==> src/rtl/hilo_unit.sv <==
// HI/LO accumulator with mult/madd/mthi/mtlo and an optional iterative divider.
// Define HILO_DIV_EN to build the divider; otherwise div/divu complete as one-cycle no-ops.
module hilo_unit #(
    parameter int unsigned XLEN = 32
) (
    input  logic              clk,
    input  logic              rst,
    input  logic              op_valid,
    output logic              op_ready,
    input  logic [2:0]        op_code,
    input  logic [2*XLEN-1:0] mult_res,
    input  logic [XLEN-1:0]   rs_val,
    input  logic [XLEN-1:0]   rt_val,
    output logic [XLEN-1:0]   hi,
    output logic [XLEN-1:0]   lo,
    output logic [2*XLEN-1:0] hi_lo,
    output logic              busy,
    output logic              done,
    output logic              div_by_zero
);

    typedef enum logic [2:0] {
        OP_MULT  = 3'b000,
        OP_MADD  = 3'b001,
        OP_MADDU = 3'b010,
        OP_MTHI  = 3'b011,
        OP_MTLO  = 3'b100,
        OP_DIV   = 3'b101,
        OP_DIVU  = 3'b110,
        OP_NOP   = 3'b111
    } op_t;

    op_t             op;
    logic            accept;
    logic            div_start;
    logic            div_zero;
    logic            div_fin;
    logic [XLEN-1:0] div_q;
    logic [XLEN-1:0] div_r;

    assign op       = op_t'(op_code);
    assign accept   = op_valid && op_ready;
    assign op_ready = !busy;
    assign hi_lo    = {hi, lo};

`ifdef HILO_DIV_EN
    typedef enum logic [1:0] {
        IDLE,
        DIV_RUN,
        DIV_FIX
    } state_t;

    state_t          state;
    state_t          state_nxt;
    logic [4:0]      cnt;
    logic [XLEN-1:0] rem;
    logic [XLEN-1:0] quot;
    logic [XLEN-1:0] dvsr;
    logic            q_neg;
    logic            r_neg;
    logic            is_div;
    logic            a_neg;
    logic            b_neg;
    logic [XLEN:0]   rem_sh;
    logic [XLEN:0]   diff;

    assign is_div    = (op == OP_DIV) || (op == OP_DIVU);
    assign div_start = accept && is_div && (rt_val != '0);
    assign div_zero  = accept && is_div && (rt_val == '0);
    assign busy      = (state != IDLE);
    assign a_neg     = (op == OP_DIV) && rs_val[XLEN-1];
    assign b_neg     = (op == OP_DIV) && rt_val[XLEN-1];

    // quot doubles as the dividend shift register; its MSB feeds the partial remainder
    assign rem_sh = {rem, quot[XLEN-1]};
    assign diff   = rem_sh - {1'b0, dvsr};
    assign div_q  = q_neg ? -quot : quot;
    assign div_r  = r_neg ? -rem  : rem;

    always_comb begin
        state_nxt = state;
        div_fin   = 1'b0;
        case (state)
            IDLE:    if (div_start) state_nxt = DIV_RUN;
            DIV_RUN: if (cnt == '0) state_nxt = DIV_FIX;
            DIV_FIX: begin
                state_nxt = IDLE;
                div_fin   = 1'b1;
            end
            default: state_nxt = IDLE;
        endcase
    end

    always_ff @(posedge clk or negedge rst) begin
        if (!rst) begin
            state <= IDLE;
            cnt   <= '0;
            rem   <= '0;
            quot  <= '0;
            dvsr  <= '0;
            q_neg <= 1'b0;
            r_neg <= 1'b0;
        end else begin
            state <= state_nxt;
            if (div_start) begin
                quot  <= a_neg ? -rs_val : rs_val;
                dvsr  <= b_neg ? -rt_val : rt_val;
                rem   <= '0;
                cnt   <= 5'd31;
                q_neg <= a_neg ^ b_neg;
                r_neg <= a_neg;
            end else if (state == DIV_RUN) begin
                if (!diff[XLEN]) begin
                    rem  <= diff[XLEN-1:0];
                    quot <= {quot[XLEN-2:0], 1'b1};
                end else begin
                    rem  <= rem_sh[XLEN-1:0];
                    quot <= {quot[XLEN-2:0], 1'b0};
                end
                cnt <= (cnt == '0) ? '0 : cnt - 5'd1;
            end
        end
    end
`else
    logic unused_rt;

    assign unused_rt = ^rt_val;
    assign busy      = 1'b0;
    assign div_start = 1'b0;
    assign div_zero  = 1'b0;
    assign div_fin   = 1'b0;
    assign div_q     = '0;
    assign div_r     = '0;
`endif

    always_ff @(posedge clk or negedge rst) begin
        if (!rst) begin
            hi          <= '0;
            lo          <= '0;
            done        <= 1'b0;
            div_by_zero <= 1'b0;
        end else begin
            done        <= (accept && !div_start) || div_fin;
            div_by_zero <= div_zero;
            if (div_fin) begin
                hi <= div_r;
                lo <= div_q;
            end else if (accept) begin
                case (op)
                    OP_MULT:           {hi, lo} <= mult_res;
                    OP_MADD, OP_MADDU: {hi, lo} <= {hi, lo} + mult_res;
                    OP_MTHI:           hi <= rs_val;
                    OP_MTLO:           lo <= rs_val;
                    default:           ;
                endcase
            end
        end
    end

endmodule

==> config.mk <==
export PLATFORM = sky130hd
export DESIGN_NAME = hilo_unit
export DESIGN_NICKNAME = d
export VERILOG_FILES = /design/src/rtl/hilo_unit.sv
export SDC_FILE = /design/constraint.sdc
export NUM_CORES = 1
export LEC_CHECK = 0
export ABC_AREA = 1
export BUFFER_PORTS_ARGS = -buffer_cell sky130_fd_sc_hd__buf_2
export CAP_MARGIN = 30
export CORE_ASPECT_RATIO = 1.5
export CORE_UTILIZATION = 45
export DETAILED_ROUTE_END_ITERATION = 10
export PLACE_DENSITY_LB_ADDON = 0.15
export SLEW_MARGIN = 20
export SYNTH_ARGS = -nofsm -noshare
export SYNTH_HDL_FRONTEND = slang
export SYNTH_SLANG_ARGS = --single-unit
==> constraint.sdc <==
create_clock -name clk -period 2.3 [get_ports clk]
set_input_delay 0.23 -clock clk [delete_from_list [all_inputs] [get_ports clk]]
set_output_delay 0.23 -clock clk [all_outputs]
set_load 0.02 [all_outputs]
======== Word level (Yosys, flattened, before mapping) ========
Index checks and enable logic that the tools add are counted.
W data, S select, Z words.
storage, ports and cells
  flip-flop bits (word level) ............. 65
  bits of input ports ..................... 134
  output and inout port bits .............. 132
  word-level logic and storage cells ...... 16
cells by class
  add/sub/neg operators ................... 1
  equal/unequal tests ..................... 4
  multiplexer cells ....................... 2
  reduce and logical (&&, ||, !) cells .... 6
operators with widths
  cell                  number
  $pmux W32 S3          2
  $add A64 B64 Y64      1
  $eq A3 B2 Y1 const B  2
  $reduce_bool A3 Y1    2
  $reduce_and A2 Y1     2
  $eq A3 B1 Y1 const B  1
  $eq A3 B3 Y1 const B  1
  $logic_not A3 Y1      1
  $reduce_or A2 Y1      1

======== Longest topological paths before layout ========
  depth after elaboration ................. 4
  gate-level depth with buffers ........... 16
  mapped depth without buffers ............ 16

======== Least setup slack after synthesis ========
Ideal clock, no wire load.
  path type ............................... flip-flop to flip-flop
  start point ............................. reg lo[0]
  end point ............................... reg hi[30]
  library setup time ...................... 0.129 ns
  arrival time ............................ 1.918 ns
  required time ........................... 2.171 ns
  slack ................................... 0.253 ns
  cell stages (with the launch flop) ...... 16
  clock period less this slack ............ 2.047 ns
  cell sequence ........................... dfrtp_1 -> ha_1 -> inv_1 -> fa_1 -> inv_1 -> nand2_1 -> nand3_1 -> nand2_1 -> nand2_1 -> nand2_1 -> nand2_1 -> nand2_1 -> nand2_1 -> nand2_1 -> nand3_1 -> a21oi_1
on the way
  cells in the longest elaborated chain, start to end .. 2
ends and longest elaborated chain
  what                    line  text
  start, declared         15    output logic [XLEN-1:0] lo,
  start signal, assigned  147   lo <= div_q;
  start signal, assigned  150   OP_MULT: {hi, lo} <= mult_res;
  start signal, assigned  151   OP_MADD, OP_MADDU: {hi, lo} <= {hi, lo} + mult_res;
  $add A64 B64 Y64        151
  $pmux W32 S3            149   case (op)
  end signal, assigned    150
  end signal, assigned    151
  end signal, assigned    152   OP_MTHI: hi <= rs_val;
  end, declared           14    output logic [XLEN-1:0] hi,
Every way passes these cells.
A chain may end at the register's enable or synchronous reset.

======== Final worst setup path ========
  start point ............................. reg lo[31]
  end point ............................... reg hi[28]
Same word-level chain as after synthesis.

==> results.cfg <==
[outcome]
status = finished clean

[placed_design]
place_ws_ns = -0.0886
dp.cells = 2380
port_buffers = 230
place_congestion = 0.973
dp_hpwl_um = 34700

[grt]
grt_max_degree = 66
grt_pass1_wl_um = 62200
grt_pass1_vias = 11800
grt-ovfl-total = 0
grt_usage_pct = 38.0
antenna_found_initial = 0

[power_and_ir_drop]
seqPwrFrac_pct = 15.2
clkPwrFrac_pct = 14.1
leakage_nw = 7.51
p_comb_share_pct = 70.7
swShare_pct = 50.3
intPower_mw = 5.19
p_sw_mw = 5.25
p_per_area_nw_per_um2 = 788
peakVddDrop_mv = 0.395

[critical_path]
cp_max_fo = 3
endpoint_kind = register
worstPathArrival_ns = 2.54
critical_path_class = reg2reg
crit_required_ns = 2.58
start_kind = register

[synthesis]
synth_xor_xnor_area_share_pct = 0.0906
yosys.area_share.simple_pct = 42.9
synth.distinct_cells = 33
ys_dominant_reg_cell = dfrtp_1
synthMuxAreaShare_pct = 0
synth_top_area_cell = nand2_1
synth_top_family_by_area = simple AND/OR/NAND/NOR gates
ys_ff_latch = 65
synthTopCellsByArea = nand2_1, dfrtp_1, inv_1, ha_1, nand3_1
synth_common_cells = nand2_1, inv_1, nor2_1, nand3_1, a21oi_1
yosys.area_share.adder_pct = 8.36
syn-cell-area_um2 = 9670
synth-compound-area-share_pct = 11.8
synth.most_common_cell = nand2_1
seq_area_frac_synth_pct = 16.8
async_reset_ff_share_pct = 100
postSynthCellCount = 1768
synth_edf_count = 0
yosys.area.top_type_share_pct = 24.1
yosysWarnings = 0
syn_area_per_cell_um2 = 5.47

[timing]
tns_ns = 0
period_share_pct = 98.2
hold_violations = 0
whs_ns = 0.0951
rsz0062_at_grt = true
fin_skew_ns = 0.0148
slew_viol_final = 0
period_minus_slack_ns = 2.26
fmax_ghz = 0.443
setup_viol = 0
setup_slack_ns = 0.0424

[layout]
fillers = 2124
fin_nets = 2327
antenna_cells = 0
instances_no_fill = 2400
final_core_util_pct = 62.9
drive_gt1_share_pct = 30.7
syn_to_final_growth_pct = 37.1

[detailed_routing]
vias_per_cell = 5.13
drtAntennaViolNets = 0
first_pass_iters = 5
finalWirelength_um = 42100
vias = 12300
drc = 0
routedWlPerCell_um = 17.5
initialDrtViolationCount = 652

[clocking]
clock-sinks = 65
cts_buffers = 9
clkTransAtPathRegs_ns = 0.06
cts-root-buf = clkbuf_16
cts.htree.levels = 3
clk_path_buf_depth = 2
cts_tree = yes
clock_latency_ns = 0.37

[floorplanning]
die_x_um = 122
fp.dieArea_um2 = 22100
design.core.area_um2 = 21100
die_h_um = 182
num_rows = 65
start_util_pct = 45.9
io_pins = 266

[worst_hold_path]
min_path_type = in2reg

[flow_run]
drv_cap = 0
==> logic make-up after synthesis <==
| logic type | count (synthesis) |
|---|---|
| compound gates | 186 |
| xor+xnor | 1 |
| simple gates | 1009 |
| flops | 65 |
| buf+inv | 441 |
| fa+ha+maj | 64 |
| other cells | 2 |
==> registers in the layout (all words and copies together), names as in the netlist <==
signal and count:
done 1, hi 32, lo 32
==> per-stage QoR <==
step / cell area (um^2) / power, mW
5_1_grt: 13300 / 11.2
3_5_place_dp: 12200 / 8.33
4_1_cts: 12500 / 9.90
6_report: 13300 / 10.4
2_1_floorplan: 9680 / 5.63
3_3_place_gp: 12200 / 8.25
==> routing by layer <==
metal / vias to the layer above / track usage [%] / wire length (um)
met5: - / 0 / 0
met4: 0 / 32.1 / 3570
met3: 133 / 3.96 / 1440
met2: 364 / 68.3 / 21700
met1: 5627 / 38.7 / 15300
li1: 6188 / - / -
==> path summary, 6_finish.rpt <==
kind	start	end	slack [ns]	depth (start not counted)
worst max register to register	lo[31]$_DFFE_PN0P_	hi[28]$_DFFE_PN0P_	0.04	16
worst min-delay path	op_valid	done$_DFF_PN0_	0.1	1
max in group asynchronous	rst	hi[11]$_DFFE_PN0P_	1.48	3
worst max-delay path	lo[31]$_DFFE_PN0P_	hi[28]$_DFFE_PN0P_	0.04	16
min in group asynchronous	rst	lo[9]$_DFFE_PN0P_	0.43	3
worst min register to register	hi[25]$_DFFE_PN0P_	hi[25]$_DFFE_PN0P_	0.59	2
==> power groups by stage <==
stage	registers [mW]	clock network (mW)	logic [mW]
2_1_floorplan	1.90	0	3.72
3_3_place_gp	1.54	0	6.70
3_5_place_dp	1.56	0	6.78
4_1_cts	1.54	1.49	6.87
5_1_grt	1.61	1.53	8.05
6_report	1.59	1.48	7.38
==> critical path, cell delays in order (launching register included) <==
cell,delay [ns]
dfrtp_1,0.40
ha_1,0.33
buf_4,0.16
nand2_1,0.05
nand2_1,0.10
inv_1,0.07
nand2_1,0.08
nand2_1,0.07
nand2_1,0.06
nand2_1,0.06
nand2_1,0.11
a21oi_1,0.16
buf_4,0.16
nand2_1,0.06
nand2_1,0.05
nand3_1,0.11
a21oi_1,0.15
==> timing repair <==
action	4_1_cts	5_1_grt
pin swaps	1	14
hold endpoints to repair	65	0
endpoints found under the setup margin	21	46
resized for setup	23	139
setup buffers	1	4
gates cloned	0	0
hold buffers	1	0
==> cells in the final DEF, fill, tap and decap left out, types with 42 or more instances in the layout <==
cell type,count
inv_1,329
a31oi_1,53
a21oi_1,65
nand2_1,582
nand2_2,42
dfrtp_1,65
buf_2,230
nand3_1,127
buf_4,221
nor2_1,148
==> final cells by class <==
class | instances | area [um^2] | share of cell area, %
inverter | 336 | 1260 | 9.51
clock buffer | 11 | 243 | 1.83
sequential | 65 | 1630 | 12.3
multi-input combinational | 1263 | 6890 | 52.0
timing repair buffer | 454 | 2860 | 21.6
clock inverter | 3 | 42.5 | 0.321
tap | 268 | 335 | 2.53
Note: power is estimated with default switching activity, not from simulation.
